**src/rtl/zoom_config_if.sv**
```systemverilog
// ============================================================================
// Module   : zoom_config_if
// Brief    : Button, algorithm and committed-configuration bundle between the
//            user-facing side and zoom_config_controller.
// Revision : 1.0
// ============================================================================
`default_nettype none

interface zoom_config_if #(
  parameter int W_BITS     = 11,
  parameter int H_BITS     = 10,
  parameter int SHIFT_BITS = 2
);
  logic                  ZOOM_IN_BTN;
  logic                  ZOOM_OUT_BTN;
  logic [1:0]            ALGORITHM;
  logic                  ENGINE_IDLE;
  logic [SHIFT_BITS-1:0] SHIFT_FACTOR;
  logic                  SCALE_DIR;
  logic [W_BITS-1:0]     IMG_WIDTH_OUT;
  logic [H_BITS-1:0]     IMG_HEIGHT_OUT;
  logic                  CFG_UPDATE;
  logic                  CFG_PENDING;

  modport master (
    output ZOOM_IN_BTN, ZOOM_OUT_BTN, ALGORITHM, ENGINE_IDLE,
    input  SHIFT_FACTOR, SCALE_DIR, IMG_WIDTH_OUT, IMG_HEIGHT_OUT,
           CFG_UPDATE, CFG_PENDING
  );

  modport slave (
    input  ZOOM_IN_BTN, ZOOM_OUT_BTN, ALGORITHM, ENGINE_IDLE,
    output SHIFT_FACTOR, SCALE_DIR, IMG_WIDTH_OUT, IMG_HEIGHT_OUT,
           CFG_UPDATE, CFG_PENDING
  );
endinterface

`default_nettype wire

```
**src/rtl/zoom_config_controller.sv**
```systemverilog
// ============================================================================
// Module   : zoom_config_controller
// Brief    : Debounces zoom buttons, tracks the requested scale level per
//            algorithm class and commits it at an engine-idle boundary.
// Revision : 1.0
// ============================================================================
`default_nettype none

module zoom_config_controller #(
  parameter int IMG_WIDTH_IN    = 160,
  parameter int IMG_HEIGHT_IN   = 120,
  parameter int W_BITS          = 11,
  parameter int H_BITS          = 10,
  parameter int MAX_UP_SHIFT    = 3,
  parameter int MAX_DOWN_SHIFT  = 2,
  parameter int SHIFT_BITS      = 2,
  parameter int DEBOUNCE_CYCLES = 250000
) (
  input  wire logic      CLK,
  input  wire logic      RESET_N,
  zoom_config_if.slave   bus
);

  localparam int                    c_CNT_W    = (DEBOUNCE_CYCLES > 1) ? $clog2(DEBOUNCE_CYCLES) : 1;
  localparam logic [c_CNT_W-1:0]    c_CNT_LAST = c_CNT_W'(DEBOUNCE_CYCLES - 1);
  localparam logic [W_BITS-1:0]     c_W_IN     = W_BITS'(IMG_WIDTH_IN);
  localparam logic [H_BITS-1:0]     c_H_IN     = H_BITS'(IMG_HEIGHT_IN);
  localparam logic [SHIFT_BITS-1:0] c_UP_LIM   = SHIFT_BITS'(MAX_UP_SHIFT);
  localparam logic [SHIFT_BITS-1:0] c_DOWN_LIM = SHIFT_BITS'(MAX_DOWN_SHIFT);

  typedef enum logic [0:0] {
    S_IDLE      = 1'b0,
    S_WAIT_IDLE = 1'b1
  } state_t;

  logic [1:0] w_raw;
  logic [1:0] w_evt;   // bit 0 zoom-in, bit 1 zoom-out

  assign w_raw = {bus.ZOOM_OUT_BTN, bus.ZOOM_IN_BTN};

  genvar gi;
  generate
    for (gi = 0; gi < 2; gi++) begin : g_btn
      logic [1:0]         r_sync;
      logic               r_deb;
      logic [c_CNT_W-1:0] r_cnt;
      logic               r_evt;

      // Counter tracks consecutive cycles the synchronised level disagrees with the accepted one.
      always_ff @(posedge CLK or negedge RESET_N) begin
        if (!RESET_N) begin
          r_sync <= '0;
          r_deb  <= 1'b0;
          r_cnt  <= '0;
          r_evt  <= 1'b0;
        end else begin
          r_sync <= {r_sync[0], w_raw[gi]};
          r_evt  <= 1'b0;
          if (r_sync[1] != r_deb) begin
            if (r_cnt == c_CNT_LAST) begin
              r_deb <= r_sync[1];
              r_cnt <= '0;
              r_evt <= r_sync[1];
            end else begin
              r_cnt <= r_cnt + 1'b1;
            end
          end else begin
            r_cnt <= '0;
          end
        end
      end

      assign w_evt[gi] = r_evt;
    end
  endgenerate

  logic [1:0]            r_alg;
  logic [SHIFT_BITS-1:0] r_req_lvl;
  logic                  r_req_dir;
  logic [SHIFT_BITS-1:0] w_limit;

  assign w_limit = r_req_dir ? c_DOWN_LIM : c_UP_LIM;

  always_ff @(posedge CLK or negedge RESET_N) begin
    if (!RESET_N) begin
      r_alg     <= 2'b00;
      r_req_lvl <= '0;
      r_req_dir <= 1'b0;
    end else begin
      r_alg <= bus.ALGORITHM;
      if (bus.ALGORITHM != r_alg) begin
        r_req_lvl <= SHIFT_BITS'(1);
        r_req_dir <= bus.ALGORITHM[1];
      end else if (w_evt == 2'b01 && r_req_lvl < w_limit) begin
        r_req_lvl <= r_req_lvl + 1'b1;
      end else if (w_evt == 2'b10 && r_req_lvl != '0) begin
        r_req_lvl <= r_req_lvl - 1'b1;
      end
    end
  end

  state_t                r_state;
  state_t                w_state_nxt;
  logic                  w_commit;
  logic                  w_differs;
  logic [SHIFT_BITS-1:0] r_shift;
  logic                  r_dir;
  logic [W_BITS-1:0]     r_width;
  logic [H_BITS-1:0]     r_height;
  logic                  r_upd;
  logic [W_BITS-1:0]     w_width_nxt;
  logic [H_BITS-1:0]     w_height_nxt;

  assign w_differs = ({r_req_dir, r_req_lvl} != {r_dir, r_shift});

  always_comb begin
    w_state_nxt  = r_state;
    w_commit     = 1'b0;
    w_width_nxt  = r_req_dir ? (c_W_IN >> r_req_lvl) : (c_W_IN << r_req_lvl);
    w_height_nxt = r_req_dir ? (c_H_IN >> r_req_lvl) : (c_H_IN << r_req_lvl);
    case (r_state)
      S_IDLE: begin
        if (w_differs) w_state_nxt = S_WAIT_IDLE;
      end
      S_WAIT_IDLE: begin
        if (!w_differs) begin
          w_state_nxt = S_IDLE;
        end else if (bus.ENGINE_IDLE) begin
          w_commit    = 1'b1;
          w_state_nxt = S_IDLE;
        end
      end
      default: w_state_nxt = S_IDLE;
    endcase
  end

  always_ff @(posedge CLK or negedge RESET_N) begin
    if (!RESET_N) begin
      r_state  <= S_IDLE;
      r_shift  <= '0;
      r_dir    <= 1'b0;
      r_width  <= c_W_IN;
      r_height <= c_H_IN;
      r_upd    <= 1'b0;
    end else begin
      r_state <= w_state_nxt;
      r_upd   <= w_commit;
      if (w_commit) begin
        r_shift  <= r_req_lvl;
        r_dir    <= r_req_dir;
        r_width  <= w_width_nxt;
        r_height <= w_height_nxt;
      end
    end
  end

  assign bus.SHIFT_FACTOR   = r_shift;
  assign bus.SCALE_DIR      = r_dir;
  assign bus.IMG_WIDTH_OUT  = r_width;
  assign bus.IMG_HEIGHT_OUT = r_height;
  assign bus.CFG_UPDATE     = r_upd;
  assign bus.CFG_PENDING    = (r_state == S_WAIT_IDLE);

endmodule

`default_nettype wire

```
**src/flat_wrapper.sv**
```systemverilog
// flat-port wrapper written by rule: the top's interface ports become plain ports
module zoom_config_controller_flat 
#(
  parameter int IMG_WIDTH_IN    = 160,
  parameter int IMG_HEIGHT_IN   = 120,
  parameter int W_BITS          = 11,
  parameter int H_BITS          = 10,
  parameter int MAX_UP_SHIFT    = 3,
  parameter int MAX_DOWN_SHIFT  = 2,
  parameter int SHIFT_BITS      = 2,
  parameter int DEBOUNCE_CYCLES = 250000
)
  (CLK, RESET_N, bus_ZOOM_IN_BTN, bus_ZOOM_OUT_BTN, bus_ALGORITHM, bus_ENGINE_IDLE, bus_SHIFT_FACTOR, bus_SCALE_DIR, bus_IMG_WIDTH_OUT, bus_IMG_HEIGHT_OUT, bus_CFG_UPDATE, bus_CFG_PENDING);
  zoom_config_if #(.W_BITS(W_BITS), .H_BITS(H_BITS), .SHIFT_BITS(SHIFT_BITS)) bus_i ();
  input  wire logic CLK;
  input  wire logic RESET_N;
  input wire logic [$bits(bus_i.ZOOM_IN_BTN)-1:0] bus_ZOOM_IN_BTN;
  input wire logic [$bits(bus_i.ZOOM_OUT_BTN)-1:0] bus_ZOOM_OUT_BTN;
  input wire logic [$bits(bus_i.ALGORITHM)-1:0] bus_ALGORITHM;
  input wire logic [$bits(bus_i.ENGINE_IDLE)-1:0] bus_ENGINE_IDLE;
  output wire logic [$bits(bus_i.SHIFT_FACTOR)-1:0] bus_SHIFT_FACTOR;
  output wire logic [$bits(bus_i.SCALE_DIR)-1:0] bus_SCALE_DIR;
  output wire logic [$bits(bus_i.IMG_WIDTH_OUT)-1:0] bus_IMG_WIDTH_OUT;
  output wire logic [$bits(bus_i.IMG_HEIGHT_OUT)-1:0] bus_IMG_HEIGHT_OUT;
  output wire logic [$bits(bus_i.CFG_UPDATE)-1:0] bus_CFG_UPDATE;
  output wire logic [$bits(bus_i.CFG_PENDING)-1:0] bus_CFG_PENDING;
  assign bus_i.ZOOM_IN_BTN = bus_ZOOM_IN_BTN;
  assign bus_i.ZOOM_OUT_BTN = bus_ZOOM_OUT_BTN;
  assign bus_i.ALGORITHM = bus_ALGORITHM;
  assign bus_i.ENGINE_IDLE = bus_ENGINE_IDLE;
  assign bus_SHIFT_FACTOR = bus_i.SHIFT_FACTOR;
  assign bus_SCALE_DIR = bus_i.SCALE_DIR;
  assign bus_IMG_WIDTH_OUT = bus_i.IMG_WIDTH_OUT;
  assign bus_IMG_HEIGHT_OUT = bus_i.IMG_HEIGHT_OUT;
  assign bus_CFG_UPDATE = bus_i.CFG_UPDATE;
  assign bus_CFG_PENDING = bus_i.CFG_PENDING;
  zoom_config_controller #(.IMG_WIDTH_IN(IMG_WIDTH_IN), .IMG_HEIGHT_IN(IMG_HEIGHT_IN), .W_BITS(W_BITS), .H_BITS(H_BITS), .MAX_UP_SHIFT(MAX_UP_SHIFT), .MAX_DOWN_SHIFT(MAX_DOWN_SHIFT), .SHIFT_BITS(SHIFT_BITS), .DEBOUNCE_CYCLES(DEBOUNCE_CYCLES)) u_core (.CLK(CLK), .RESET_N(RESET_N), .bus(bus_i));
endmodule
```
**config.mk**
```make
export PLATFORM = sky130hd
export DESIGN_NAME = zoom_config_controller_flat
export DESIGN_NICKNAME = d
export VERILOG_FILES = /design/src/rtl/zoom_config_if.sv /design/src/rtl/zoom_config_controller.sv /design/src/flat_wrapper.sv
export SDC_FILE = /design/constraint.sdc
export NUM_CORES = 1
export LEC_CHECK = 0
export CAP_MARGIN = 20
export CORE_ASPECT_RATIO = 1.1
export CORE_MARGIN = 5
export CORE_UTILIZATION = 45
export DETAILED_ROUTE_END_ITERATION = 16
export PLACE_DENSITY = 0.7
export SYNTH_ARGS = -nofsm -noshare
export SYNTH_HDL_FRONTEND = slang
export SYNTH_SLANG_ARGS = --single-unit
```
**constraint.sdc**
```tcl
create_clock -name CLK -period 3 [get_ports CLK]
set_input_delay 0.6 -clock CLK [delete_from_list [all_inputs] [get_ports CLK]]
set_output_delay 0.6 -clock CLK [all_outputs]
set_load 0.005 [all_outputs]
```
==> reports/metrics.cfg, run 1 <==
[pwr]
p_int_mw = 1.62
p_comb_frac = 0.155
seqPwrFrac = 0.503
p_sw_uw = 579
peakVddDrop_mv = 0.413
p_leak_nw = 1.53
power_mw = 2.20
powerDensity_nw_per_um2 = 582
clock_power_share = 0.341
switching_share = 0.263

[floorplan]
rows = 32
core_um2 = 7010
die_height_um = 98.7
ios = 33
fp.dieW_um = 90.6
initial_utilization = 0.459
die_area_um2 = 8940

[detailed_routing]
firstDrtPassIters = 4
ant_nets = 0
wire_per_inst_um = 14.1
viasPerCell = 5.34
routed_wl_um = 6000
drcViolationCount = 0
vias = 2268
drtIter0Drc = 135

[synth]
synth-seq-cells = 71
yosys.cell_types.count = 42
yosys-top-cells-count = dfrtp_1 (65), nor2_1 (36), nand2_1 (34)
yosysWarnings = 0
synth_area_per_cell_um2 = 10.5
synth-edff-count = 0
synth_top_cell_by_area = dfrtp_1
ys.flop_type = dfrtp_1
syn_inst = 305
synth_top_area_frac = 0.506
synthArstFlopShare = 1.00
synth_most_common_cell = dfrtp_1
yosys-top-cells-area = dfrtp_1 (51%), xnor2_1 (5.7%), dfstp_2 (4.9%)
synth_seq_area_share = 0.555
synth_area_um2 = 3220

[placed_design]
dp_hpwl_um = 4090
portBuffers = 30
placed_area_um2 = 3560
place_inst = 408
gp_congestion = 0.810
dp_slack_ps = 637

[cts]
insertion_delay_ps = 340
cts_buffers = 9
htree_levels = 3
clock_path_buffers = 2
clock-sinks = 71
cts_hold_buf = 0
clk_pin_slew_worst_paths_ps = 70
cts_root_buf = clkbuf_8
cts_resized = 0
cts_setup_buffers = 0
cts_tree = built

[grt]
grt_usage = 0.142
grt_remaining_overflow = 0
grt_max_degree = 72
grt_pass1_wl_um = 10600
grt_pass1_vias = 2248
antenna_found_initial = 0

[timing]
rsz0062_at_grt = no
min_period_ps = 2140
fin_crit_sh = 0.713
maxSlewViolCount = 0
fmax_ghz = 0.467
setup_viol_count_final = 0
fin_ws_ps = 860
tightest_slew_ps = 891
hold_viol = 0
hold_slack_ps = 353
finalClockSkew_ps = 7.86
setup_tns_ps = 0
slew-limit-headroom = 0.404

[cells_and_area]
final_util = 0.538
synthToLayoutAreaGrowth_pct = 17.3
nNetsFinal = 344
drive_gt1_frac = 0.112
final_area_um2 = 3770
n_antenna_cell = 0
fin_cells = 425

[run]
max_cap_viol_count = 0

[worst_hold_path]
hold_class = reg -> reg

[critical_path]
cp_data_required_time_ps = 3190
worst-setup-path-type = reg -> reg
endpoint_kind = register
cp_max_fo = 17
start_kind = register
cp.arrival_ps = 2330

[outcome]
status = finished, final reports clean

## flip-flops by register name, summed over array words and instances, names as in the netlist
signal,cells
u_core.g_btn.r_cnt,36
u_core.bus.IMG_HEIGHT_OUT,10
u_core.bus.IMG_WIDTH_OUT,7
u_core.g_btn.r_sync,4
u_core.bus.SHIFT_FACTOR,2
u_core.g_btn.r_deb,2
u_core.g_btn.r_evt,2
u_core.r_alg,2
u_core.r_req_lvl,2
u_core.bus.CFG_PENDING,1
u_core.bus.CFG_UPDATE,1
u_core.bus.SCALE_DIR,1
u_core.r_req_dir,1
## area by class of cell
class	instances	area, µm²
clock buffers	9	124
fillers	606	3230
well taps	85	106
multi-input cells	214	1340
repair buffers	33	325
clock inverters	7	73.8
flip-flops and latches	71	1780
inverters	6	22.5
## final timing paths
kind / from / slack (ps) / depth (start not counted) / end
max reg2reg: u_core.g_btn[0].r_cnt[0]$_DFF_PN0_ / 860 / 4 / u_core.g_btn[0].r_cnt[2]$_DFF_PN0_
max in group asynchronous: RESET_N / 1980 / 2 / u_core.g_btn[1].r_cnt[4]$_DFF_PN0_
min in group asynchronous: RESET_N / 450 / 2 / u_core.g_btn[1].r_cnt[10]$_DFF_PN0_
min reg2reg: u_core.g_btn[1].r_sync[0]$_DFF_PN0_ / 350 / 0 / u_core.g_btn[1].r_sync[1]$_DFF_PN0_
min: u_core.g_btn[1].r_sync[0]$_DFF_PN0_ / 350 / 0 / u_core.g_btn[1].r_sync[1]$_DFF_PN0_
max: u_core.g_btn[0].r_cnt[0]$_DFF_PN0_ / 860 / 4 / u_core.g_btn[0].r_cnt[2]$_DFF_PN0_
## kinds of logic after synthesis
family / synth area share
other cells: 0.00117
fa+ha+maj: 0.00778
xor+xnor: 0.0953
buf+inv: 0.0339
mux: 0.0187
compound gates: 0.0829
simple gates: 0.205
flops: 0.555
## worst max-delay path, cell delays in order, from the launching register on
cell,delay (ps)
dfrtp_1,410
ha_1,210
nand3_1,330
o41ai_4,910
nor2_1,130
## cell usage in the layout, fill, tap and decap left out, drive strengths merged, types with 4 or more instances in the layout
master	instances
inv	6
dfstp	6
nor2	36
nor3	6
clkdlybuf4s50	29
nand3	14
or4	6
mux2	5
clkinv	5
o21ai	14
xnor2	21
nor4	13
nand2	34
buf	4
dfrtp	65
o31ai	7
nand4	9
xor2	14
a21oi	7
clkbuf	9
## per-layer routing
metal,vias up,GRT usage,share of wire
met5,-,0,0
met1,1099,0.190,0.46
met4,0,0.0607,0.019
li1,1117,-,-
met2,43,0.226,0.48
met3,9,0.0290,0.039
## power by group through the flow
stage | Sequential, mW | Combinational (mW) | Clock [mW]
after global routing | 1.12 | 0.383 | 0.810
after detailed placement | 1.12 | 0.334 | 0
after global placement | 1.12 | 0.322 | 0
final | 1.11 | 0.341 | 0.750
after CTS | 1.11 | 0.333 | 0.775
after floorplan | 1.11 | 0.145 | 0
No activity file was read; power rests on OpenSTA's default activity.
==> run 2: changes to the inputs <==
==> constraint.sdc (replaced) <==
create_clock -name CLK -period 2.2 [get_ports CLK]
set_input_delay 0.44 -clock CLK [delete_from_list [all_inputs] [get_ports CLK]]
set_output_delay 0.44 -clock CLK [all_outputs]
set_load 0.005 [all_outputs]
==> run 2 against run 1 <==
Sequential share of layout area down 1.0 points. Largest cell class unchanged. Fmax up 13%. Routed wire length up 1.6%. Final cell count up 1.6%. Global-route usage about the same. Critical path depth unchanged. Highest routed layer unchanged. First-iteration DRC count down 13%.
==> reports/metrics.cfg, run 2 (synthesis gave the netlist of run 1 again) <==
[timing]
fin_crit_sh = 0.861
slew-limit-headroom = 0.579
tightest_slew_ps = 631
maxSlewViolCount = 0
min_period_ps = 1890
fmax_ghz = 0.528
rsz0062_at_grt = no
setup_tns_ps = 0
setup_viol_count_final = 0
fin_ws_ps = 305
hold_viol = 0
finalClockSkew_ps = 8.09

[critical_path]
ff2ff_path_depth = 4
r2r_start = u_core.g_btn[0].r_cnt[5]$_DFF_PN0_
endpoint_kind = register
cp_max_fo = 7
startpoint = u_core.g_btn[0].r_cnt[5]$_DFF_PN0_
start_kind = register
cp_data_required_time_ps = 2440
r2r_slack_ps = 310
worst-setup-path-type = reg -> reg
r2r-end = u_core.g_btn[0].r_deb$_DFFE_PN0P_
cp.arrival_ps = 2130

[detailed_routing]
drtIter0Drc = 118
routed_wl_um = 6090
firstDrtPassIters = 4
viasPerCell = 5.35
vias = 2311
ant_nets = 0
drcViolationCount = 0
wire_per_inst_um = 14.1

[cells_and_area]
final_common_cell = dfrtp_1
layout_common_cells = dfrtp_1 (65), nor2_1 (36), nand2_1 (34)
final_util = 0.550
fin_cells = 432
top_register = u_core.g_btn.r_cnt
largest_reg_flops = 36
drive_gt1_frac = 0.130
nNetsFinal = 351
synthToLayoutAreaGrowth_pct = 19.8
n_antenna_cell = 0

[run]
max_cap_viol_count = 0

[floorplan]
die_height_um = 98.7
die_area_um2 = 8940
fp.dieW_um = 90.6
initial_utilization = 0.459
core_um2 = 7010
ios = 33
rows = 32

[cts]
cts_root_buf = clkbuf_8
cts_hold_buf = 0
htree_levels = 3
clock_path_buffers = 2
insertion_delay_ps = 340
clk_pin_slew_worst_paths_ps = 80
cts_tree = built
cts_setup_buffers = 0
cts_resized = 0
clock-sinks = 71
cts_buffers = 9

[pwr]
power_mw = 3.11
powerDensity_nw_per_um2 = 806
peakVddDrop_mv = 0.514
p_leak_nw = 1.57

[grt]
grt_max_degree = 41
grt_pass1_vias = 2232
grt_pass1_wl_um = 10500
grt_usage = 0.142
antenna_found_initial = 0
grt_remaining_overflow = 0

[placed_design]
gp_congestion = 0.820
dp_slack_ps = 307
place_inst = 416
portBuffers = 30
dp_hpwl_um = 4270

[worst_hold_path]
hold_class = in -> async

[outcome]
status = finished, final reports clean

==> run 2: changes by cell type in the layout (fill, tap and decap cells not counted), sizes merged <==
cell	change
bufinv	+1
buf	+7
clkinv	-2
clkinvlp	+1
==> run 2: stage by stage <==
stage | instance area (µm²) | hold WS (ps)
floorplan | 3220 | 144
global placement | 3630 | 338
detailed placement | 3630 | 335
CTS | 3850 | 106
global route | 3850 | 145
finish | 3850 | 110
==> run 2: routing by layer <==
layer	GRT usage	vias to the layer above	wire length (µm)
met4	0.0653	0	95
met3	0.0382	8	289
li1	-	1130	-
met1	0.186	1125	2830
met5	0	-	0
met2	0.220	48	2880
==> run 2: worst max path at each step <==
stage | to | slack, ps
6_report | u_core.g_btn[0].r_deb$_DFFE_PN0P_ | 310
5_1_grt | u_core.bus.IMG_WIDTH_OUT[6]$_DFFE_PN0P_ | 220
4_1_cts | u_core.g_btn[0].r_deb$_DFFE_PN0P_ | 300
3_5_place_dp | u_core.g_btn[0].r_deb$_DFFE_PN0P_ | 310
3_3_place_gp | u_core.g_btn[0].r_deb$_DFFE_PN0P_ | 330
2_1_floorplan | u_core.g_btn[0].r_deb$_DFFE_PN0P_ | 370
==> run 2: area by class of cell <==
type                    count  area (µm²)
flip-flops and latches     71        1780
clock inverters             7        97.6
multi-input cells         214        1340
fillers                   607        3150
clock buffers               9         124
inverters                   6        22.5
well taps                  85         106
repair buffers             40         383
==> run 2: critical path, stage by stage (launching register included) <==
cell and delay, ps:
dfrtp_1 460, nor4bb_1 280, nand2_1 160, or4_4 580
mux2_4 300
==> run 2: power breakdown <==
part,internal [mW],switching (mW)
clock,0.639,0.509
combinational,0.258,0.203
sequential,1.42,0.0756
total,2.32,0.787
==> run 3: changes to the inputs <==
--- a/config.mk
+++ b/config.mk
@@ -5,10 +5,12 @@
 export SDC_FILE = /design/constraint.sdc
 export NUM_CORES = 1
 export LEC_CHECK = 0
+export ABC_CLOCK_PERIOD_IN_PS = 2200
 export CAP_MARGIN = 20
 export CORE_ASPECT_RATIO = 1.1
 export CORE_MARGIN = 5
 export CORE_UTILIZATION = 45
+export CTS_CLUSTER_DIAMETER = 30
 export DETAILED_ROUTE_END_ITERATION = 16
 export PLACE_DENSITY = 0.7
 export SYNTH_ARGS = -nofsm -noshare
==> results of run 3 <==
The final DEF is identical to that of run 2; final timing and power are the same.
